[config.mk]
export PLATFORM = sky130hd
export DESIGN_NAME = op_issuer
export DESIGN_NICKNAME = d
export VERILOG_FILES = /design/src/rtl/op_issuer_pkg.sv /design/src/rtl/op_issuer_fifo.sv /design/src/rtl/op_issuer.sv
export SDC_FILE = /design/constraint.sdc
export NUM_CORES = 1
export LEC_CHECK = 0
export ABC_AREA = 1
export BUFFER_PORTS_ARGS = -buffer_cell sky130_fd_sc_hd__buf_2
export CORE_ASPECT_RATIO = 0.5
export CORE_MARGIN = 2
export CORE_UTILIZATION = 32
export CTS_CLUSTER_SIZE = 40
export DETAILED_ROUTE_END_ITERATION = 8
export HOLD_SLACK_MARGIN = 0.15
export PLACE_DENSITY_LB_ADDON = 0.2
export SLEW_MARGIN = 30
export SYNTH_ARGS = -nofsm -noshare
export SYNTH_HDL_FRONTEND = slang
export SYNTH_HIERARCHICAL = 1
export SYNTH_SLANG_ARGS = --single-unit
[constraint.sdc]
create_clock -name clk -period 2.4 [get_ports clk]
set_input_delay 0.24 -clock clk [delete_from_list [all_inputs] [get_ports clk]]
set_output_delay 0.24 -clock clk [all_outputs]
set_load 0.01 [all_outputs]
[src/rtl/op_issuer_pkg.sv]
// Shared types and constants for the ALU control-unit op issuer.
package op_issuer_pkg;

  localparam int NUM_OPS = 14;
  localparam int OP_W    = 4;
  localparam logic [OP_W-1:0] LAST_OP = 4'(NUM_OPS - 1);

  typedef logic [1:0] state_t;
  localparam state_t S_IDLE      = 2'd0;
  localparam state_t S_ISSUE     = 2'd1;
  localparam state_t S_WAIT_DONE = 2'd2;
  localparam state_t S_WAIT_END  = 2'd3;

  typedef enum logic [1:0] {
    ERR_NONE    = 2'd0,
    ERR_ILLEGAL = 2'd1,
    ERR_NOSTART = 2'd2,
    ERR_TMO     = 2'd3
  } err_code_t;

  localparam int FLAG_CO = 0;
  localparam int FLAG_Z  = 1;
  localparam int FLAG_V  = 2;
  localparam int FLAG_N  = 3;

  function automatic logic op_legal(input logic [OP_W-1:0] op);
    return (op <= LAST_OP);
  endfunction

  // Codes 14 and 15 decode to an all-zero select.
  function automatic logic [NUM_OPS-1:0] decode_op(input logic [OP_W-1:0] op);
    return op_legal(op) ? (NUM_OPS'(1) << op) : '0;
  endfunction

endpackage

[src/rtl/op_issuer_fifo.sv]
// Small opcode FIFO with wrap-bit pointers and a registered full flag.
module op_fifo #(
  parameter int WIDTH = 4,
  parameter int DEPTH = 4
) (
  input  logic             clk,
  input  logic             rst_b,
  input  logic             push_i,
  input  logic [WIDTH-1:0] data_i,
  input  logic             pop_i,
  output logic [WIDTH-1:0] data_o,
  output logic             full_o,
  output logic             empty_o
);

  localparam int AW = $clog2(DEPTH);

  logic [WIDTH-1:0] mem_q [DEPTH];
  logic [AW:0]      wr_ptr_q, wr_ptr_d, rd_ptr_q, rd_ptr_d;
  logic             full_q, full_d;
  logic             push_en, pop_en;

  assign empty_o = (wr_ptr_q == rd_ptr_q);
  assign full_o  = full_q;
  assign data_o  = mem_q[rd_ptr_q[AW-1:0]];
  assign push_en = push_i & ~full_q;
  assign pop_en  = pop_i & ~empty_o;

  assign wr_ptr_d = wr_ptr_q + {{AW{1'b0}}, push_en};
  assign rd_ptr_d = rd_ptr_q + {{AW{1'b0}}, pop_en};
  // Full is computed from the next pointers so the flag itself can be a flop.
  assign full_d   = (wr_ptr_d[AW] != rd_ptr_d[AW]) &&
                    (wr_ptr_d[AW-1:0] == rd_ptr_d[AW-1:0]);

  always_ff @(posedge clk or negedge rst_b) begin
    if (!rst_b) begin
      wr_ptr_q <= '0;
      rd_ptr_q <= '0;
      full_q   <= 1'b0;
    end else begin
      wr_ptr_q <= wr_ptr_d;
      rd_ptr_q <= rd_ptr_d;
      full_q   <= full_d;
    end
  end

  always_ff @(posedge clk) begin
    if (push_en) mem_q[wr_ptr_q[AW-1:0]] <= data_i;
  end

endmodule

[src/rtl/op_issuer.sv]
// Issues queued ALU ops to the control unit via sel/begin and tracks End/out completion.
module op_issuer
  import op_issuer_pkg::*;
#(
  parameter int QDEPTH = 4,
  parameter int TMO    = 255
) (
  input  logic               clk,
  input  logic               rst_b,
  input  logic               in_valid,
  output logic               in_ready,
  input  logic [OP_W-1:0]    in_op,
  output logic               begin_o,
  output logic [NUM_OPS-1:0] sel_o,
  input  logic               end_i,
  input  logic               out_i,
  input  logic               co_i,
  input  logic               z_i,
  input  logic               v_i,
  input  logic               n_i,
  output logic [3:0]         flags_o,
  output logic               flags_valid,
  output logic               busy,
  output logic               err_valid,
  output logic [1:0]         err_code
);

  localparam logic [7:0] TMO_C = 8'(TMO);

  logic               fifo_full, fifo_empty, pop, can_take;
  logic [OP_W-1:0]    head_op;
  state_t             state_q, state_d;
  logic [NUM_OPS-1:0] sel_q, sel_d;
  logic [7:0]         cnt_q, cnt_d;
  logic [3:0]         flags_q, flags_d;
  logic               flags_valid_q, flags_valid_d;
  logic               err_valid_q, err_valid_d;
  err_code_t          err_code_q, err_code_d;

  op_fifo #(.WIDTH(OP_W), .DEPTH(QDEPTH)) u_fifo (
    .clk     (clk),
    .rst_b   (rst_b),
    .push_i  (in_valid),
    .data_i  (in_op),
    .pop_i   (pop),
    .data_o  (head_op),
    .full_o  (fifo_full),
    .empty_o (fifo_empty)
  );

  assign in_ready    = ~fifo_full;
  assign begin_o     = (state_q == S_ISSUE);
  assign busy        = (state_q != S_IDLE);
  assign sel_o       = sel_q;
  assign flags_o     = flags_q;
  assign flags_valid = flags_valid_q;
  assign err_valid   = err_valid_q;
  assign err_code    = err_code_q;

  // A new op may be taken when idle, or when the previous one has fully ended.
  assign can_take = (state_q == S_IDLE) || ((state_q == S_WAIT_END) && end_i);

  always_comb begin
    state_d       = state_q;
    sel_d         = sel_q;
    cnt_d         = cnt_q;
    flags_d       = flags_q;
    flags_valid_d = 1'b0;
    err_valid_d   = 1'b0;
    err_code_d    = err_code_q;
    pop           = 1'b0;
    case (state_q)
      S_ISSUE: begin
        cnt_d   = '0;
        state_d = S_WAIT_DONE;
      end
      S_WAIT_DONE: begin
        if (cnt_q == '0) begin
          if (end_i) begin
            err_valid_d = 1'b1;
            err_code_d  = ERR_NOSTART;
            sel_d       = '0;
            state_d     = S_IDLE;
          end else begin
            cnt_d = cnt_q + 8'd1;
          end
        end else if (out_i) begin
          flags_d[FLAG_CO] = co_i;
          flags_d[FLAG_Z]  = z_i;
          flags_d[FLAG_V]  = v_i;
          flags_d[FLAG_N]  = n_i;
          flags_valid_d    = 1'b1;
          state_d          = S_WAIT_END;
        end else begin
          cnt_d = cnt_q + 8'd1;
          if (cnt_d == TMO_C) begin
            err_valid_d = 1'b1;
            err_code_d  = ERR_TMO;
            sel_d       = '0;
            state_d     = S_IDLE;
          end
        end
      end
      S_WAIT_END: begin
        if (end_i) begin
          sel_d   = '0;
          state_d = S_IDLE;
        end
      end
      default: ;
    endcase
    // Pop overrides the idle fallback above, giving back-to-back issue.
    if (can_take && !fifo_empty) begin
      pop = 1'b1;
      if (op_legal(head_op)) begin
        sel_d   = decode_op(head_op);
        state_d = S_ISSUE;
      end else begin
        err_valid_d = 1'b1;
        err_code_d  = ERR_ILLEGAL;
        sel_d       = '0;
        state_d     = S_IDLE;
      end
    end
  end

  always_ff @(posedge clk or negedge rst_b) begin
    if (!rst_b) begin
      state_q       <= S_IDLE;
      sel_q         <= '0;
      cnt_q         <= '0;
      flags_q       <= '0;
      flags_valid_q <= 1'b0;
      err_valid_q   <= 1'b0;
      err_code_q    <= ERR_NONE;
    end else begin
      state_q       <= state_d;
      sel_q         <= sel_d;
      cnt_q         <= cnt_d;
      flags_q       <= flags_d;
      flags_valid_q <= flags_valid_d;
      err_valid_q   <= err_valid_d;
      err_code_q    <= err_code_d;
    end
  end

endmodule

Word level (Yosys, flattened, before mapping)
Memories as Yosys holds them, arrays and structs flattened. Index checks and enable logic that the tools add are counted.

Add/sub/neg operators: 3. $lt $le $gt $ge: 1. Equality and inequality tests: 12. Shift operators: 1. Multiplexer cells: 38. Bitwise logic cells: 5. Reductions and logical operators: 15.

Operator list (count): $mux W14 (6); $pmux W14 S2 (1); $mux W2 (12); $mux W8 (3); $pmux W8 S2 (1); $mux W1 (14); $shl A1 B4 Y14 const A (1); $reduce_and A3 Y1 (3); $add A8 B1 Y8 const B (1); $eq A8 B8 Y1 const B (1); $logic_not A8 Y1 (1); $ne A4 B4 Y1 const B (2); $add A3 B1 Y3 (2); $ne A3 B3 Y1 const B (2); $pmux W2 S3 (1); $ne A5 B5 Y1 const B (1); $eq A2 B2 Y1 const B (2); $le A4 B4 Y1 const B (1); $reduce_bool A2 Y1 (2); $reduce_bool A4 Y1 (1); $eq A3 B3 Y1 (1); $logic_and A1 B1 Y1 (3); $not A1 Y1 (3); $reduce_bool A3 Y1 (1); other kinds (8) (9).

Bits in registers: 39. Memory bits (writable): 16. Output and inout port bits: 25. Word-level logic and storage cells: 86. Memories kept: 1.

Memory list: u_fifo.mem_q (depth 4, width 4, read ports 1, clocked after memory_dff 0, write ports 1, RTL line op_issuer_fifo.sv:18) `logic [WIDTH-1:0] mem_q [DEPTH];`.

Longest topological paths before layout
Word-level depth: 9. Depth in mapped cells: 18. Depth with buffers taken out: 16.

Cells and area by module
Netlist, hierarchy kept.

Modules (own cells, without submodules): op_issuer (instances 1, cells each 267, area an instance 1963.1 um2, seq. area each 800.8 um2); op_fifo (instances 1, cells each 93, area an instance 1018.5 um2, seq. area each 655.6 um2).

Least setup slack after synthesis
Ideal clock, no wire load.

Path type: register to register. Start point: register state_q[0]. End point: register u_fifo.full_q, in the netlist u_fifo/full_o. Library setup time: 0.071 ns. Arrival: 1.873 ns. Data required time: 2.329 ns. Path slack: 0.456 ns. Cell stages (with the launch flop): 13. Buffers on the path: 1. Cell sequence: dfrtp_1 inv_1 ha_1 inv_1 a21oi_1 buf_2 inv_1 nor2_2 ha_1 ha_1 xnor2_1 nand2_1 nor2_1.

Cells in the longest elaborated chain, start to end: 9.

RTL lines: from (decl) (RTL line op_issuer.sv:32) `state_t state_q, state_d;`; from (signal assigned) (RTL line op_issuer.sv:137) `state_q <= state_d;`; $eq A2 B2 Y1 (RTL line op_issuer.sv:61) `assign can_take = (state_q == S_IDLE) || ((state_q == S_WAIT_END) && end_i);`; $logic_and A1 B1 Y1 (RTL line op_issuer.sv:61); $logic_or A1 B1 Y1 * (RTL line op_issuer.sv:61); $logic_and A1 B1 Y1 * (RTL line op_issuer.sv:113) `if (can_take && !fifo_empty) begin`; $mux W1 * (RTL line op_issuer.sv:113); via pop (RTL line op_issuer.sv:30) `logic fifo_full, fifo_empty, pop, can_take;`; $and A1 B1 Y1 * (RTL line op_issuer_fifo.sv:27) `assign pop_en = pop_i & ~empty_o;`; $add A3 B1 Y3 * (RTL line op_issuer_fifo.sv:30) `assign rd_ptr_d = rd_ptr_q + {{AW{1'b0}}, pop_en};`; via u_fifo.rd_ptr_d[1] (RTL line op_issuer_fifo.sv:19) `logic [AW:0] wr_ptr_q, wr_ptr_d, rd_ptr_q, rd_ptr_d;`; $eq A2 B2 Y1 * (RTL line op_issuer_fifo.sv:33) `(wr_ptr_d[AW-1:0] == rd_ptr_d[AW-1:0]);`; $logic_and A1 B1 Y1 * (RTL line op_issuer_fifo.sv:32) `assign full_d = (wr_ptr_d[AW] != rd_ptr_d[AW]) &&`; via u_fifo.full_d (RTL line op_issuer_fifo.sv:20) `logic full_q, full_d;`; to (signal assigned) (RTL line op_issuer_fifo.sv:43) `full_q <= full_d;`; to (decl) (RTL line op_issuer_fifo.sv:20).

Mark *: on every way through the listed nets, which the timed path passes. The rest lies on a longest branch. A chain may end at the register's enable or synchronous reset.

Worst setup path in the final report
Start point: register u_fifo.rd_ptr_q[0]. End point: register state_q[1].

Cells in the longest elaborated chain, start to end: 5.

RTL lines: from (decl) (RTL line op_issuer_fifo.sv:19); from (signal assigned) (RTL line op_issuer_fifo.sv:42) `rd_ptr_q <= rd_ptr_d;`; $eq A3 B3 Y1 * (RTL line op_issuer_fifo.sv:23) `assign empty_o = (wr_ptr_q == rd_ptr_q);`; via fifo_empty (RTL line op_issuer.sv:30); $logic_not A1 Y1 * (RTL line op_issuer.sv:113); $logic_and A1 B1 Y1 * (RTL line op_issuer.sv:113); $ne A5 B5 Y1 (no source line) or $reduce_bool A4 Y1 (tied branches); $reduce_and A2 Y1 (no source line).

Marks and branches as above.

==> metrics.csv <==
metric,value,unit
status,completed,
count of mapped cells out of synthesis,360,
CTS Root Cell,clkbuf_16,
Most used DFF post-synth,dfrtp_1,
top post-synthesis cells by area,"dfrtp_1, edfxtp_1, nand2_1, inv_1, ha_1",
Die H,72.3,um
Core Rows,24,
"Clk Latency, worst-skew pair",300,ps
I/O Pins,38,
Max-Cap Viols,0,
critical path class,reg -> reg,
Final Util,39.7,%
"slowest stage delay, CP",620,ps
clock-pin transition on the worst setup and hold timing paths,70,ps
setup tns final,0,ps
cell area after synthesis,0.00298,mm^2
initial core utilization,33.5,%
share of layout cells above drive strength 1,17.5,%
largest family of logic cells by synthesized area,simple AND/OR/NAND/NOR gates,
"Arr. time, crit path",2310,ps
RSZ-0062 raised after global routing,no,
Post-synth top cells,"nand2_1, inv_1, dfrtp_1",
crit end category,flip-flop,
most frequent cell after synthesis,nand2_1,
worst path required time,2620,ps
initial antenna violation count,0,
first-pass GRT wire length,10.6,mm
worst rel slew slack,55.0,%
worst hold path type,in -> reg,
chip width,141,um
power per cell area,1280,mW/mm^2
Max Transition Viols Final,0,
Ys Warns,6,
asr flop ratio synth,70.9,%
#FFs+latches synth,55,
Final Hold Viols,0,
vias in the first global route,2240,
fill count,906,
Initial DRC Count,130,
mux contribution to synthesized area,0,%
core area,0.00889,mm^2
hold_ws,171,ps
Worst VDD drop,0.000398,V
dpl ws,322,ps
diode count,0,
routability cong.,0.786,
most used cell along the critical path,nand2_1,
adder-cell share of the synthesized area,5.04,%
DR pass1 iterations,4,
GRT Overall Usage,13.2,%
WL final,6.18,mm
Final Cycle Share,87.1,%
Worst Path Max Fanout,11,
Num CTS Buffers,5,
Mapped Avg Cell Area,8.28,um^2
Synth cell types,31,
Synth Area in Compound Gates,7.93,%
number of synthesized flops with an enable pin,16,
TritonCTS clock tree,built,
worst slew pin tran,669,ps
Die Area,0.0102,mm^2
leak pwr,1.69,nW
final setup violation count,0,
Synth Area in Simple Gates,28.3,%
hpwl dp,4.55,mm
Final Net Count,435,
total number of vias,2384,
Layout Cells excl Fill,528,
CTS Sinks,55,
"Net Count, Synth",385,
sequential fraction of the synthesis area,48.8,%
PnR worst setup slack,309,ps
Peak Freq,0.478,GHz
pin count of the biggest net entering global routing,40,
startpoint types,flip-flop,
remaining global-route overflow,0,
crit-path cells,"nand2_1, nand2_1, nand2_1, nor2_2, a21oi_1, buf_4, inv_1, nand2_1, or2_2, nand2_1, nand2_1, o21ai_0",
Detail Route Antenna Nets,0,
PortBufs,37,
DR vias/cell,4.52,
Synth area leader,dfrtp_1,
placed cell count,512,
Routed WL per cell,11.7,um
Layout Skew,5.70,ps
min cycle time layout,2090,ps
CTS Buffer Depth,2,
# DRC,0,
area grow syn2layout,18.2,%
post-synth top area share,32.7,%
post-synthesis xor/xnor area fraction,1.17,%
H-tree depth,2,
Post-CTS Setup Bufs,0,
CP max-delay cell,dfrtp_1,
-- kinds of logic (layout without fill, tap and decap cells) --
logic type,Yosys count,after routing
adders and majority gates,12,12
and+or+nand+nor,187,187
DFF,55,55
buffers and inverters,60,111
xor gates and xnor gates,4,4
AOI/OAI and AO/OA,42,42
-- power by group --
part           switching, mW  internal [mW]  total (mW)
Combinational           1.41          0.813        2.23
Clock                  0.350          0.392       0.742
Sequential             0.261           1.27        1.53
-- timing repair --
action,4_1_cts,5_1_grt
hold buffers,8,0
endpoints found under the hold margin,50,0
gates resized for setup,0,0
-- stage by stage --
stage | instance area (um^2) | power (mW)
2_1_floorplan | 2980 | 3.16
3_3_place_gp | 3300 | 3.80
6_report | 3520 | 4.50
5_1_grt | 3520 | 4.94
4_1_cts | 3520 | 4.56
3_5_place_dp | 3300 | 3.79
-- per-layer routing --
metal	vias to the layer above	global-route usage, %	wire [um]
li1	1264	-	-
met5	-	0	0
met1	1089	17.8	3130
met2	23	21.1	2780
met4	0	4.67	89
met3	8	3.17	186
-- final timing paths --
| kind | cells after the start | slack (ps) | to | from |
|---|---|---|---|---|
| min reg2reg | 2 | 470 | flags_o[2] | flags_o[2] |
| min | 1 | 170 | u_fifo/mem_q[0][3] | in_op[3] |
| max in group asynchronous | 2 | 1580 | sel_o[7] | rst_b |
| min in group asynchronous | 2 | 440 | u_fifo/full_o | rst_b |
| max reg2reg | 12 | 310 | state_q[1] | u_fifo/rd_ptr_q[0] |
| max | 12 | 310 | state_q[1] | u_fifo/rd_ptr_q[0] |
-- cells in the final DEF, fill, tap and decap left out, types with 5 or more instances in the layout --
cell type,netlist,routed
ha_1,12,12
dlygate4sd3_1,0,8
edfxtp_1,16,16
o21ai_0,13,13
nor2_1,18,18
nand2_1,109,109
inv_1,48,48
nand3_1,30,30
dfrtp_1,39,39
o21ai_1,8,8
buf_4,0,5
o22ai_1,17,17
nor2_2,5,5
clkbuf_16,0,5
nand2_2,5,5
buf_2,2,36
nor3_1,8,8
-- state kept, by name, summed over array words and instances, names as in the netlist --
signal           count
flags_valid          1
u_fifo/mem_q        16
sel_o               14
cnt_q                8
u_fifo/rd_ptr_q      3
u_fifo/wr_ptr_q      3
err_code             2
u_fifo/full_o        1
state_q              2
err_valid            1
flags_o              4
-- cell type report --
class,count,area (um^2),share of cell area (%)
clock buffers,5,125,3.55
clock inverters,3,21.3,0.603
inverters,54,213,6.03
multi-input cells,245,1260,35.9
flip-flops and latches,55,1460,41.3
well taps,117,146,4.15
repair buffers,49,298,8.45
-- worst max-delay path: cells and delay by family (launching register included) --
family	cells	cell delay, ps
AO/OA/AOI/OAI	2	140
buffers and inverters	2	320
flip-flops	1	620
AND/OR/NAND/NOR	8	920
Note: power is estimated with default switching activity, not from simulation.
